$ cat src/rtl/pipelined_control_unit.sv
// pipelined_control_unit: RV32I decode plus ID/EX, EX/MEM and MEM/WB control registers with a hazard unit.
// Build option FORWARD_EN: forward results from the Memory/Writeback stages to Execute instead of stalling on them.
module pipelined_control_unit #(
    parameter int ALU_CTRL_W = 4,
    parameter int REG_ADDR_W = 5
) (
    input  logic                  clk,
    input  logic                  rst,
    input  logic [31:0]           instr_d,
    input  logic                  zero_e,
    output logic                  reg_write_e,
    output logic                  reg_write_m,
    output logic                  reg_write_w,
    output logic [ALU_CTRL_W-1:0] alu_control_e,
    output logic                  alu_src_e,
    output logic [2:0]            imm_src_d,
    output logic                  mem_write_m,
    output logic [1:0]            result_src_w,
    output logic [REG_ADDR_W-1:0] rd_e,
    output logic [REG_ADDR_W-1:0] rd_m,
    output logic [REG_ADDR_W-1:0] rd_w,
    output logic                  pc_src_e,
    output logic                  jalr_e,
    output logic                  stall_f,
    output logic                  stall_d,
    output logic                  flush_d,
    output logic                  flush_e,
    output logic [1:0]            forward_a_e,
    output logic [1:0]            forward_b_e,
    output logic                  illegal_d
);
    typedef struct packed {
        logic                  reg_write;
        logic [1:0]            result_src;
        logic                  mem_write;
        logic [3:0]            alu_ctrl;
        logic                  alu_src;
        logic                  branch;
        logic                  jump;
        logic                  jalr;
        logic                  f3b0;
        logic [REG_ADDR_W-1:0] rd;
    } ctrl_t;

    logic [6:0]            w_op;
    logic [2:0]            w_f3;
    logic                  w_f7b5;
    logic [3:0]            w_alu_f3;
    logic                  w_use1;
    logic                  w_use2;
    logic [REG_ADDR_W-1:0] w_rs1_d;
    logic [REG_ADDR_W-1:0] w_rs2_d;
    ctrl_t                 w_ctrl_d;
    ctrl_t                 r_e;
    logic                  r_reg_write_m;
    logic                  r_mem_write_m;
    logic [1:0]            r_result_src_m;
    logic [REG_ADDR_W-1:0] r_rd_m;
    logic                  r_reg_write_w;
    logic [1:0]            r_result_src_w;
    logic [REG_ADDR_W-1:0] r_rd_w;
    logic                  w_hit_e;
    logic                  w_stall;
    logic                  w_unused;

    assign w_op     = instr_d[6:0];
    assign w_f3     = instr_d[14:12];
    assign w_f7b5   = instr_d[30];
    assign w_unused = &{1'b0, instr_d[31], instr_d[29:25]};

    // ALU operation implied by funct3; subtract only for R-type, sra for either shift form
    always_comb begin
        case (w_f3)
            3'b000:  w_alu_f3 = (w_op == 7'b0110011 && w_f7b5) ? 4'b0001 : 4'b0000;
            3'b001:  w_alu_f3 = 4'b0110;
            3'b010:  w_alu_f3 = 4'b0101;
            3'b011:  w_alu_f3 = 4'b1001;
            3'b100:  w_alu_f3 = 4'b0100;
            3'b101:  w_alu_f3 = w_f7b5 ? 4'b1000 : 4'b0111;
            3'b110:  w_alu_f3 = 4'b0011;
            default: w_alu_f3 = 4'b0010;
        endcase
    end

    // Main decoder; anything unsupported leaves the all-zero bubble and flags illegal
    always_comb begin
        w_ctrl_d  = '0;
        imm_src_d = 3'b000;
        illegal_d = 1'b0;
        w_use1    = 1'b0;
        w_use2    = 1'b0;
        case (w_op)
            7'b0110011: begin
                w_ctrl_d.reg_write = 1'b1;
                w_ctrl_d.alu_ctrl  = w_alu_f3;
                w_use1             = 1'b1;
                w_use2             = 1'b1;
            end
            7'b0010011: begin
                w_ctrl_d.reg_write = 1'b1;
                w_ctrl_d.alu_src   = 1'b1;
                w_ctrl_d.alu_ctrl  = w_alu_f3;
                w_use1             = 1'b1;
            end
            7'b0000011: begin
                w_ctrl_d.reg_write  = 1'b1;
                w_ctrl_d.result_src = 2'b01;
                w_ctrl_d.alu_src    = 1'b1;
                w_use1              = 1'b1;
            end
            7'b0100011: begin
                w_ctrl_d.mem_write = 1'b1;
                w_ctrl_d.alu_src   = 1'b1;
                imm_src_d          = 3'b001;
                w_use1             = 1'b1;
                w_use2             = 1'b1;
            end
            7'b1100011: begin
                if (w_f3[2:1] == 2'b00) begin
                    w_ctrl_d.branch   = 1'b1;
                    w_ctrl_d.alu_ctrl = 4'b0001;
                    w_ctrl_d.f3b0     = w_f3[0];
                    imm_src_d         = 3'b010;
                    w_use1            = 1'b1;
                    w_use2            = 1'b1;
                end else begin
                    illegal_d = 1'b1;
                end
            end
            7'b1101111: begin
                w_ctrl_d.reg_write  = 1'b1;
                w_ctrl_d.jump       = 1'b1;
                w_ctrl_d.result_src = 2'b10;
                imm_src_d           = 3'b011;
            end
            7'b1100111: begin
                w_ctrl_d.reg_write  = 1'b1;
                w_ctrl_d.jump       = 1'b1;
                w_ctrl_d.jalr       = 1'b1;
                w_ctrl_d.result_src = 2'b10;
                w_ctrl_d.alu_src    = 1'b1;
                w_use1              = 1'b1;
            end
            7'b0110111: begin
                w_ctrl_d.reg_write = 1'b1;
                w_ctrl_d.alu_src   = 1'b1;
                w_ctrl_d.alu_ctrl  = 4'b1010;
                imm_src_d          = 3'b100;
            end
            7'b0010111: begin
                w_ctrl_d.reg_write = 1'b1;
                w_ctrl_d.alu_src   = 1'b1;
                imm_src_d          = 3'b100;
            end
            default: illegal_d = 1'b1;
        endcase
        w_ctrl_d.rd = w_ctrl_d.reg_write ? REG_ADDR_W'(instr_d[11:7]) : '0;
    end

    // Unused source fields read as x0 so they can never match a destination
    assign w_rs1_d = w_use1 ? REG_ADDR_W'(instr_d[19:15]) : '0;
    assign w_rs2_d = w_use2 ? REG_ADDR_W'(instr_d[24:20]) : '0;
    assign w_hit_e = r_e.rd != '0 && (r_e.rd == w_rs1_d || r_e.rd == w_rs2_d);

`ifdef FORWARD_EN
    logic [REG_ADDR_W-1:0] r_rs1_e;
    logic [REG_ADDR_W-1:0] r_rs2_e;

    // Execute-stage source registers, bubbled alongside the control bundle
    always_ff @(posedge clk or negedge rst) begin
        if (!rst) begin
            r_rs1_e <= '0;
            r_rs2_e <= '0;
        end else begin
            r_rs1_e <= flush_e ? '0 : w_rs1_d;
            r_rs2_e <= flush_e ? '0 : w_rs2_d;
        end
    end

    assign w_stall     = r_e.result_src == 2'b01 && w_hit_e;
    assign forward_a_e = (r_reg_write_m && r_rd_m != '0 && r_rd_m == r_rs1_e) ? 2'b10 :
                         (r_reg_write_w && r_rd_w != '0 && r_rd_w == r_rs1_e) ? 2'b01 : 2'b00;
    assign forward_b_e = (r_reg_write_m && r_rd_m != '0 && r_rd_m == r_rs2_e) ? 2'b10 :
                         (r_reg_write_w && r_rd_w != '0 && r_rd_w == r_rs2_e) ? 2'b01 : 2'b00;
`else
    logic w_hit_m;

    assign w_hit_m     = r_rd_m != '0 && (r_rd_m == w_rs1_d || r_rd_m == w_rs2_d);
    assign w_stall     = (r_e.reg_write && w_hit_e) || (r_reg_write_m && w_hit_m);
    assign forward_a_e = 2'b00;
    assign forward_b_e = 2'b00;
`endif

    assign pc_src_e = r_e.jump | (r_e.branch & (zero_e ^ r_e.f3b0));
    assign stall_f  = w_stall & ~pc_src_e;
    assign stall_d  = w_stall & ~pc_src_e;
    assign flush_d  = pc_src_e;
    assign flush_e  = w_stall | pc_src_e;

    // ID/EX: take the decoded bundle, or a bubble when Execute is flushed
    always_ff @(posedge clk or negedge rst) begin
        if (!rst)
            r_e <= '0;
        else
            r_e <= flush_e ? '0 : w_ctrl_d;
    end

    // EX/MEM and MEM/WB advance unconditionally
    always_ff @(posedge clk or negedge rst) begin
        if (!rst) begin
            r_reg_write_m  <= 1'b0;
            r_mem_write_m  <= 1'b0;
            r_result_src_m <= 2'b00;
            r_rd_m         <= '0;
            r_reg_write_w  <= 1'b0;
            r_result_src_w <= 2'b00;
            r_rd_w         <= '0;
        end else begin
            r_reg_write_m  <= r_e.reg_write;
            r_mem_write_m  <= r_e.mem_write;
            r_result_src_m <= r_e.result_src;
            r_rd_m         <= r_e.rd;
            r_reg_write_w  <= r_reg_write_m;
            r_result_src_w <= r_result_src_m;
            r_rd_w         <= r_rd_m;
        end
    end

    assign reg_write_e   = r_e.reg_write;
    assign alu_control_e = ALU_CTRL_W'(r_e.alu_ctrl);
    assign alu_src_e     = r_e.alu_src;
    assign jalr_e        = r_e.jalr;
    assign rd_e          = r_e.rd;
    assign reg_write_m   = r_reg_write_m;
    assign mem_write_m   = r_mem_write_m;
    assign rd_m          = r_rd_m;
    assign reg_write_w   = r_reg_write_w;
    assign result_src_w  = r_result_src_w;
    assign rd_w          = r_rd_w;
endmodule

$ cat config.mk
export PLATFORM = sky130hd
export DESIGN_NAME = pipelined_control_unit
export DESIGN_NICKNAME = d
export VERILOG_FILES = /design/src/rtl/pipelined_control_unit.sv
export SDC_FILE = /design/constraint.sdc
export NUM_CORES = 1
export LEC_CHECK = 0
export BUFFER_PORTS_ARGS = -buffer_cell sky130_fd_sc_hd__buf_2
export CAP_MARGIN = 10
export CORE_AREA = 2 2 81 83
export DETAILED_ROUTE_END_ITERATION = 16
export DIE_AREA = 0 0 83 85
export GPL_TIMING_DRIVEN = 0
export SYNTH_ARGS = -nofsm -noshare
export SYNTH_HDL_FRONTEND = slang
export SYNTH_SLANG_ARGS = --single-unit
$ cat constraint.sdc
create_clock -name clk -period 5.8 [get_ports clk]
set_clock_uncertainty 0.1 [all_clocks]
set_input_delay 0.58 -clock clk [delete_from_list [all_inputs] [get_ports clk]]
set_output_delay 0.58 -clock clk [all_outputs]
set_load 0.05 [all_outputs]
==> metrics.md, run 1 <==
| Metric | Value |
|---|---|
| Outcome | complete, no violations |
| WL final | around 4800 um |
| Critical path, cell by cell | buf_2 -> nor4b_4 -> o21ai_1 -> o21ai_0 -> nand4_1 -> o2111ai_4 -> and2_1 -> buf_4 -> buf_2 |
| ANT nets after route | 0 |
| Core Area | 0.00620 mm^2 |
| Hpwl dp | between 3000 and 4000 um |
| Commonest cells after routing, fill and taps aside | buf_2, dfrtp_1, buf_4 |
| Initial antenna violation count | 0 |
| Async set-or-reset flop fraction in the synthesized netlist | 1.00 |
| Width of the die | 83 um |
| Total GRT Usage | 0.143 |
| TritonCTS clock tree | done |
| Mapped Avg Cell Area | slightly above 10 um^2 |
| DRT Pass-1 Iters | 4 |
| Startpoint types | primary input |
| Class of the worst hold path | primary input to async pin |
| Worst Setup Path Type | primary input to output port |
| Grt ovf | 0 |
| Psw | ~150 uW |
| Clk pwr share | 0.354 |
| Die height | roughly 85 um |
| Logic pwr share | 0.175 |
| Root Driver | clkbuf_8 |
| Ys Warns | 0 |
| Post-CTS setup buffer count | 0 |
| Port buffer count | 61 |
| P_int | roughly 370 uW |
| Critical path buffers and inverters | 3 |
| Std-Cell Rows | 29 |
| Max-Cap Viols | 0 |
| Skew-Pair Late Insertion Delay | approximately 290 ps |
| CTS sink cnt | 34 |
| Dpl cell area | approximately 0.0025 mm^2 |
| Worst Tran Pin Value | ~730 ps |
| Final period utilization | 0.566 |
| Top Family by Delay on Critical Path | simple AND/OR/NAND/NOR gates |
| Setup TNS | 0 ps |
| Largest net degree at the start of global routing | 35 |
| Pwr Total | slightly above 500 uW |
| Seq/Total Area, Yosys | 0.404 |
| Layout cells sized above 1 | 0.404 |
| Synthesized instance count | around 210 |
| Filler cells | just over 600 |
| Commonest non-fill, non-tap cell in the layout | buf_2 |
| Final min period | 3280 ps |
| Yosys reg bits | 34 |
| Leakage | roughly 0.0013 uW |
| Routed len/inst | 13.3 um |
| Switching part of the total power | 0.290 |
| FMAX | 0.305 GHz |
| DP Worst Slack | ~2500 ps |
| Post-cts resize count | 0 |
| Area Growth Syn to Fin | 24.1% |
| Library cells used by synthesis | 61 |
| Slew headroom | 0.512 |
| Worst vdd ir | 0.116 mV |
| CP max stage delay | approximately 390 ps |
| Crit-path max FO | 10 |
| Reg clk slew, reported paths | 80 ps |
| 1st-iter DRT viols | about 80 |
| PwrDens | slightly below 200 mW/mm^2 |
| Clock buffer depth | 2 |
| # diodes | 0 |
| # hold bufs at CTS | 0 |
| Sequential share of power | 0.471 |
| Top Ports | 75 |
| Max-slew violation count | 0 |
| CP arrival | 2600 ps |
| CP Capture Type | output port |
| Mapped Area | between 0.002 and 0.0025 mm^2 |
| Area of the die | approximately 0.007 mm^2 |
| Hold Fails Final Rpt | 0 |
| Finished Cell Area | approximately 0.0026 mm^2 |
| Inserted Clock Buffers | 5 |
| Routability-driven placement congestion ratio | roughly 0.84 |
| EDFF count, synth | 0 |
| # DRC | 0 |
| Starting Density | 0.339 |
| Routed vias/inst | approximately 5 |
| Number of H-tree levels | 2 |
| WP data required | 5120 ps |
| Critical-path top delay cell | nor4b_4 |
| # setup viols final | 0 |
| Number of global-route vias before repair | 1681 |
| Main synth FF type | dfrtp_1 |
| RSZ-0062 raised after global routing | no |
| Final setup margin | around 2500 ps |
| Crit path top cell by count | buf_2 |
| Layout Nets | roughly 310 |
| Via count | 1753 |
| First-pass GRT wire length | approximately 8000 um |
sequential cells by signal, indices dropped and copies added, names as in the netlist:
| signal | count |
|---|---|
| r_e | 5 |
| reg_write_w | 1 |
| rd_w | 5 |
| reg_write_e | 1 |
| result_src_w | 2 |
| r_result_src_m | 2 |
| alu_control_e | 4 |
| alu_src_e | 1 |
| mem_write_m | 1 |
| rd_m | 5 |
| reg_write_m | 1 |
| jalr_e | 1 |
| rd_e | 5 |
final cells by class:
type | count | area [um^2] | share of cell area
Inverter | 3 | 11.3 | 0.00431
Buffer | 23 | 181 | 0.0694
Clock buffer | 6 | 82.6 | 0.0316
Multi-Input combinational cell | 151 | 1070 | 0.411
Timing Repair Buffer | 61 | 305 | 0.117
Clock inverter | 2 | 12.5 | 0.00479
Tap cell | 77 | 96.3 | 0.0369
Sequential cell | 34 | 851 | 0.326
cells in the mapped netlist (2+ instances only):
| master | n | area [um^2] |
|---|---|---|
| dfrtp_1 | 34 | 851 |
| buf_4 | 17 | 128 |
| nand3_1 | 15 | 75.1 |
| nand2_1 | 12 | 45.0 |
| nor2_1 | 12 | 45.0 |
| nor3_1 | 11 | 55.1 |
| xor2_1 | 10 | 87.6 |
| a21oi_1 | 9 | 45.0 |
| nor2_4 | 9 | 101 |
| nor4_1 | 6 | 37.5 |
| nand3b_1 | 4 | 30.0 |
| o22ai_1 | 4 | 25.0 |
| or3_1 | 4 | 25.0 |
| xnor2_1 | 4 | 35.0 |
| clkbuf_1 | 3 | 11.3 |
| o21ai_1 | 3 | 15.0 |
| a31oi_1 | 2 | 12.5 |
| and2b_1 | 2 | 15.0 |
| buf_6 | 2 | 22.5 |
| inv_1 | 2 | 7.51 |
| o2111ai_1 | 2 | 17.5 |
| or4_1 | 2 | 15.0 |
cells by family (layout without fill, tap and decap cells):
family / Yosys count / after routing / synth area share
flip-flops: 34 / 34 / 0.404
XOR/XNOR: 14 / 14 / 0.0582
other: 1 / 4 / 0.00178
AO/OA/AOI/OAI: 38 / 38 / 0.147
AND/OR/NAND/NOR: 95 / 95 / 0.297
buffers and inverters: 26 / 95 / 0.0915
through the flow:
stage,utilization,cells,hold slack (ps)
global placement,0.406,349,234
detailed placement,0.406,349,235
floorplan,-,211,184
CTS,0.421,357,254
global route,0.421,357,267
finish,0.421,357,247
per-layer routing:
layer,share of wire,track usage,vias to the layer above
li1,-,-,870
met1,0.46,0.186,824
met2,0.47,0.232,54
met3,0.052,0.0321,5
met4,0.016,0.0537,0
met5,0,0,-
final timing paths:
check | start | end | slack, ps | cells after the start
setup / recovery | instr_d[14] | stall_f | 2520 | 9
hold reg to reg | r_e[14]$_DFF_PN0_ | mem_write_m$_DFF_PN0_ | 250 | 0
hold / removal | rst | rd_m[0]$_DFF_PN0_ | 250 | 1
max in group asynchronous | rst | rd_e[1]$_DFF_PN0_ | 4870 | 1
min in group clk | r_e[14]$_DFF_PN0_ | mem_write_m$_DFF_PN0_ | 250 | 0
setup reg to reg | rd_e[2]$_DFF_PN0_ | r_e[15]$_DFF_PN0_ | 3640 | 7
worst reg2reg max path: stages, from the launching register on:
cell and delay (ps):
dfrtp_1 450, or3_1 410, o31ai_1 290, a21oi_1 70, nand4_1 150, o2111ai_4 230, buf_12 250, nor3_4 150
power groups by stage:
| stage | Sequential [uW] | Clock, uW | Combinational (uW) |
|---|---|---|---|
| after global placement | 248 | 0 | 90.3 |
| after detailed placement | 248 | 0 | 91.0 |
| final | 244 | 183 | 90.6 |
| after floorplan | 256 | 0 | 53.1 |
| after global routing | 244 | 200 | 99.2 |
| after CTS | 244 | 186 | 91.2 |
Power figures use the tool's default switching activity.
==> run 2: changes to the inputs <==
clock period = 2.82 ns   (was 5.8 ns; I/O delays follow)
==> metrics.md, run 2 (same netlist as run 1, synthesis figures left out) <==
| Metric | Value |
|---|---|
| FMAX | 0.372 GHz |
| Area of the die | 0.00706 mm^2 (unchanged) |
| Slew headroom | 0.514 (was 0.512) |
| Hold WS | 172 ps (was 247 ps) |
| WL final | 4770 um (was 4750 um) |
| Startpoint types | flip-flop (was primary input) |
| Multi-input logic area | 0.00109 mm^2 (was 0.00107 mm^2) |
| PwrDens | 400 mW/mm^2 (was 198 mW/mm^2) |
| DP Worst Slack | 123 ps (was 2500 ps) |
| Core Area | 0.00620 mm^2 (unchanged) |
| Die height | 85 um (unchanged) |
| Via count | 1766 (was 1753) |
| Top Ports | 75 (unchanged) |
| # DRC | 0 (unchanged) |
| Routed vias/inst | 4.92 (was 4.91) |
| Outcome | complete, no violations (unchanged) |
| ANT nets after route | 0 (unchanged) |
| Final period utilization | 0.954 |
| Skew-Pair Late Insertion Delay | 280 ps (was 290 ps) |
| Area Growth Syn to Fin | 26.2% (was 24.1%) |
| # setup viols final | 0 (unchanged) |
| Hpwl dp | 3700 um (was 3680 um) |
| CTS sink cnt | 34 (unchanged) |
| Total GRT Usage | 0.142 (was 0.143) |
| Routed len/inst | 13.3 um (about the same) |
| Final setup margin | 130 ps (was 2520 ps) |
| Filler cells | 613 (was 622) |
| Largest net degree at the start of global routing | 35 (unchanged) |
| # diodes | 0 (unchanged) |
| DRT Pass-1 Iters | 4 (unchanged) |
| Max-slew violation count | 0 (unchanged) |
| Grt ovf | 0 (unchanged) |
| WP data required | 2440 ps (was 5120 ps) |
| Crit-path max FO | 7 (was 10) |
| Clock buffer depth | 2 (unchanged) |
| Number of global-route vias before repair | 1731 (was 1681) |
| Number of H-tree levels | 2 (unchanged) |
| CP Capture Type | output port (unchanged) |
| Std-Cell Rows | 29 (unchanged) |
| Initial antenna violation count | 0 (unchanged) |
| Worst vdd ir | 0.182 mV (was 0.116 mV) |
| TritonCTS clock tree | done (unchanged) |
| Setup TNS | 0 ps (unchanged) |
| Leakage | 0.00129 uW (about the same) |
| RSZ-0062 raised after global routing | no (unchanged) |
| Routability-driven placement congestion ratio | 0.873 (was 0.838) |
| Port buffer count | 61 (unchanged) |
| Starting Density | 0.339 (unchanged) |
| Seq. cell area | 856 um^2 (was 851 um^2) |
| Commonest non-fill, non-tap cell in the layout | buf_2 (unchanged) |
| Inserted Clock Buffers | 5 (unchanged) |
| Worst Tran Pin Value | 729 ps (was 732 ps) |
| Commonest cells after routing, fill and taps aside | buf_2, dfrtp_1, buf_4 (unchanged) |
| Root Driver | clkbuf_8 (unchanged) |
| 1st-iter DRT viols | 64 (was 82) |
| Reg clk slew, reported paths | 60 ps (was 80 ps) |
| Layout Nets | 316 (was 314) |
| Class of the worst hold path | primary input to flip-flop (was primary input to async pin) |
| Final min period | between 2000 and 3000 ps |
| Max-Cap Viols | 0 (unchanged) |
| Hold Fails Final Rpt | 0 (unchanged) |
| Layout cells sized above 1 | 0.429 (was 0.404) |
| Worst Setup Path Type | flip-flop to output port (was primary input to output port) |
| Width of the die | 83 um (unchanged) |
| CP arrival | 2310 ps (was 2600 ps) |
| First-pass GRT wire length | 8170 um (was 8100 um) |
==> run 2: layout make-up <==
type,count,share of cell area
Buffer,22,0.0669
Inverter,3,0.00424
Timing Repair Buffer,64,0.125
Multi-Input combinational cell,151,0.410
Sequential cell,34,0.322
Clock buffer,6,0.0311
Clock inverter,2,0.00471
Tap cell,77,0.0363
==> run 2: final timing paths <==
kind	from	to	slack (ps)	cells past startpoint
worst min register to register	r_result_src_m[1]$_DFF_PN0_	result_src_w[1]$_DFF_PN0_	250	0
min in group asynchronous	rst	r_e[5]$_DFF_PN0_	500	2
worst max-delay path	rd_e[2]$_DFF_PN0_	stall_f	130	7
max in group asynchronous	rst	rd_e[2]$_DFF_PN0_	1610	2
worst min-delay path	instr_d[7]	rd_e[0]$_DFF_PN0_	170	3
worst max register to register	rd_e[2]$_DFF_PN0_	r_e[15]$_DFF_PN0_	670	7
==> run 2: routing by layer <==
layer  share of wire  wire [um]  vias up  global-route usage
met2            0.47       2260       55               0.238
met1            0.45       2160      829               0.181
met3           0.062        296        5              0.0438
li1                -          -      877                   -
met4           0.011         53        0              0.0358
met5               0          0        -                   0
==> run 2: metrics by stage <==
step / total power (uW) / cell area, um^2 / std cells / utilization
floorplan: 635 / 2120 / 211 / -
global placement: 697 / 2520 / 349 / 0.406
detailed placement: 698 / 2520 / 349 / 0.406
CTS: 1080 / 2640 / 358 / 0.425
global route: 1130 / 2660 / 359 / 0.428
finish: 1060 / 2660 / 359 / 0.428
==> run 2: where the power goes <==
| group | switching [uW] | internal [uW] | total (uW) |
|---|---|---|---|
| Combinational | 121 | 66.9 | 188 |
| Clock | 176 | 196 | 372 |
| Sequential | 7.92 | 495 | 502 |
==> run 2: worst max-delay path, cell delays in order (launching register included) <==
cell and delay, ps:
dfrtp_2 440, or3_1 440, a31o_1 200, a221o_1 330, o2111ai_4 130, and2_2 200
buf_4 100, buf_4 180
==> run 2: timing repair <==
item	in CTS	in global routing
hold buffers	1	0
gates resized for setup	2	5
setup endpoints to repair	1	2
endpoints found under the hold margin	24	0
pin swaps	1	1
setup buffers	1	1
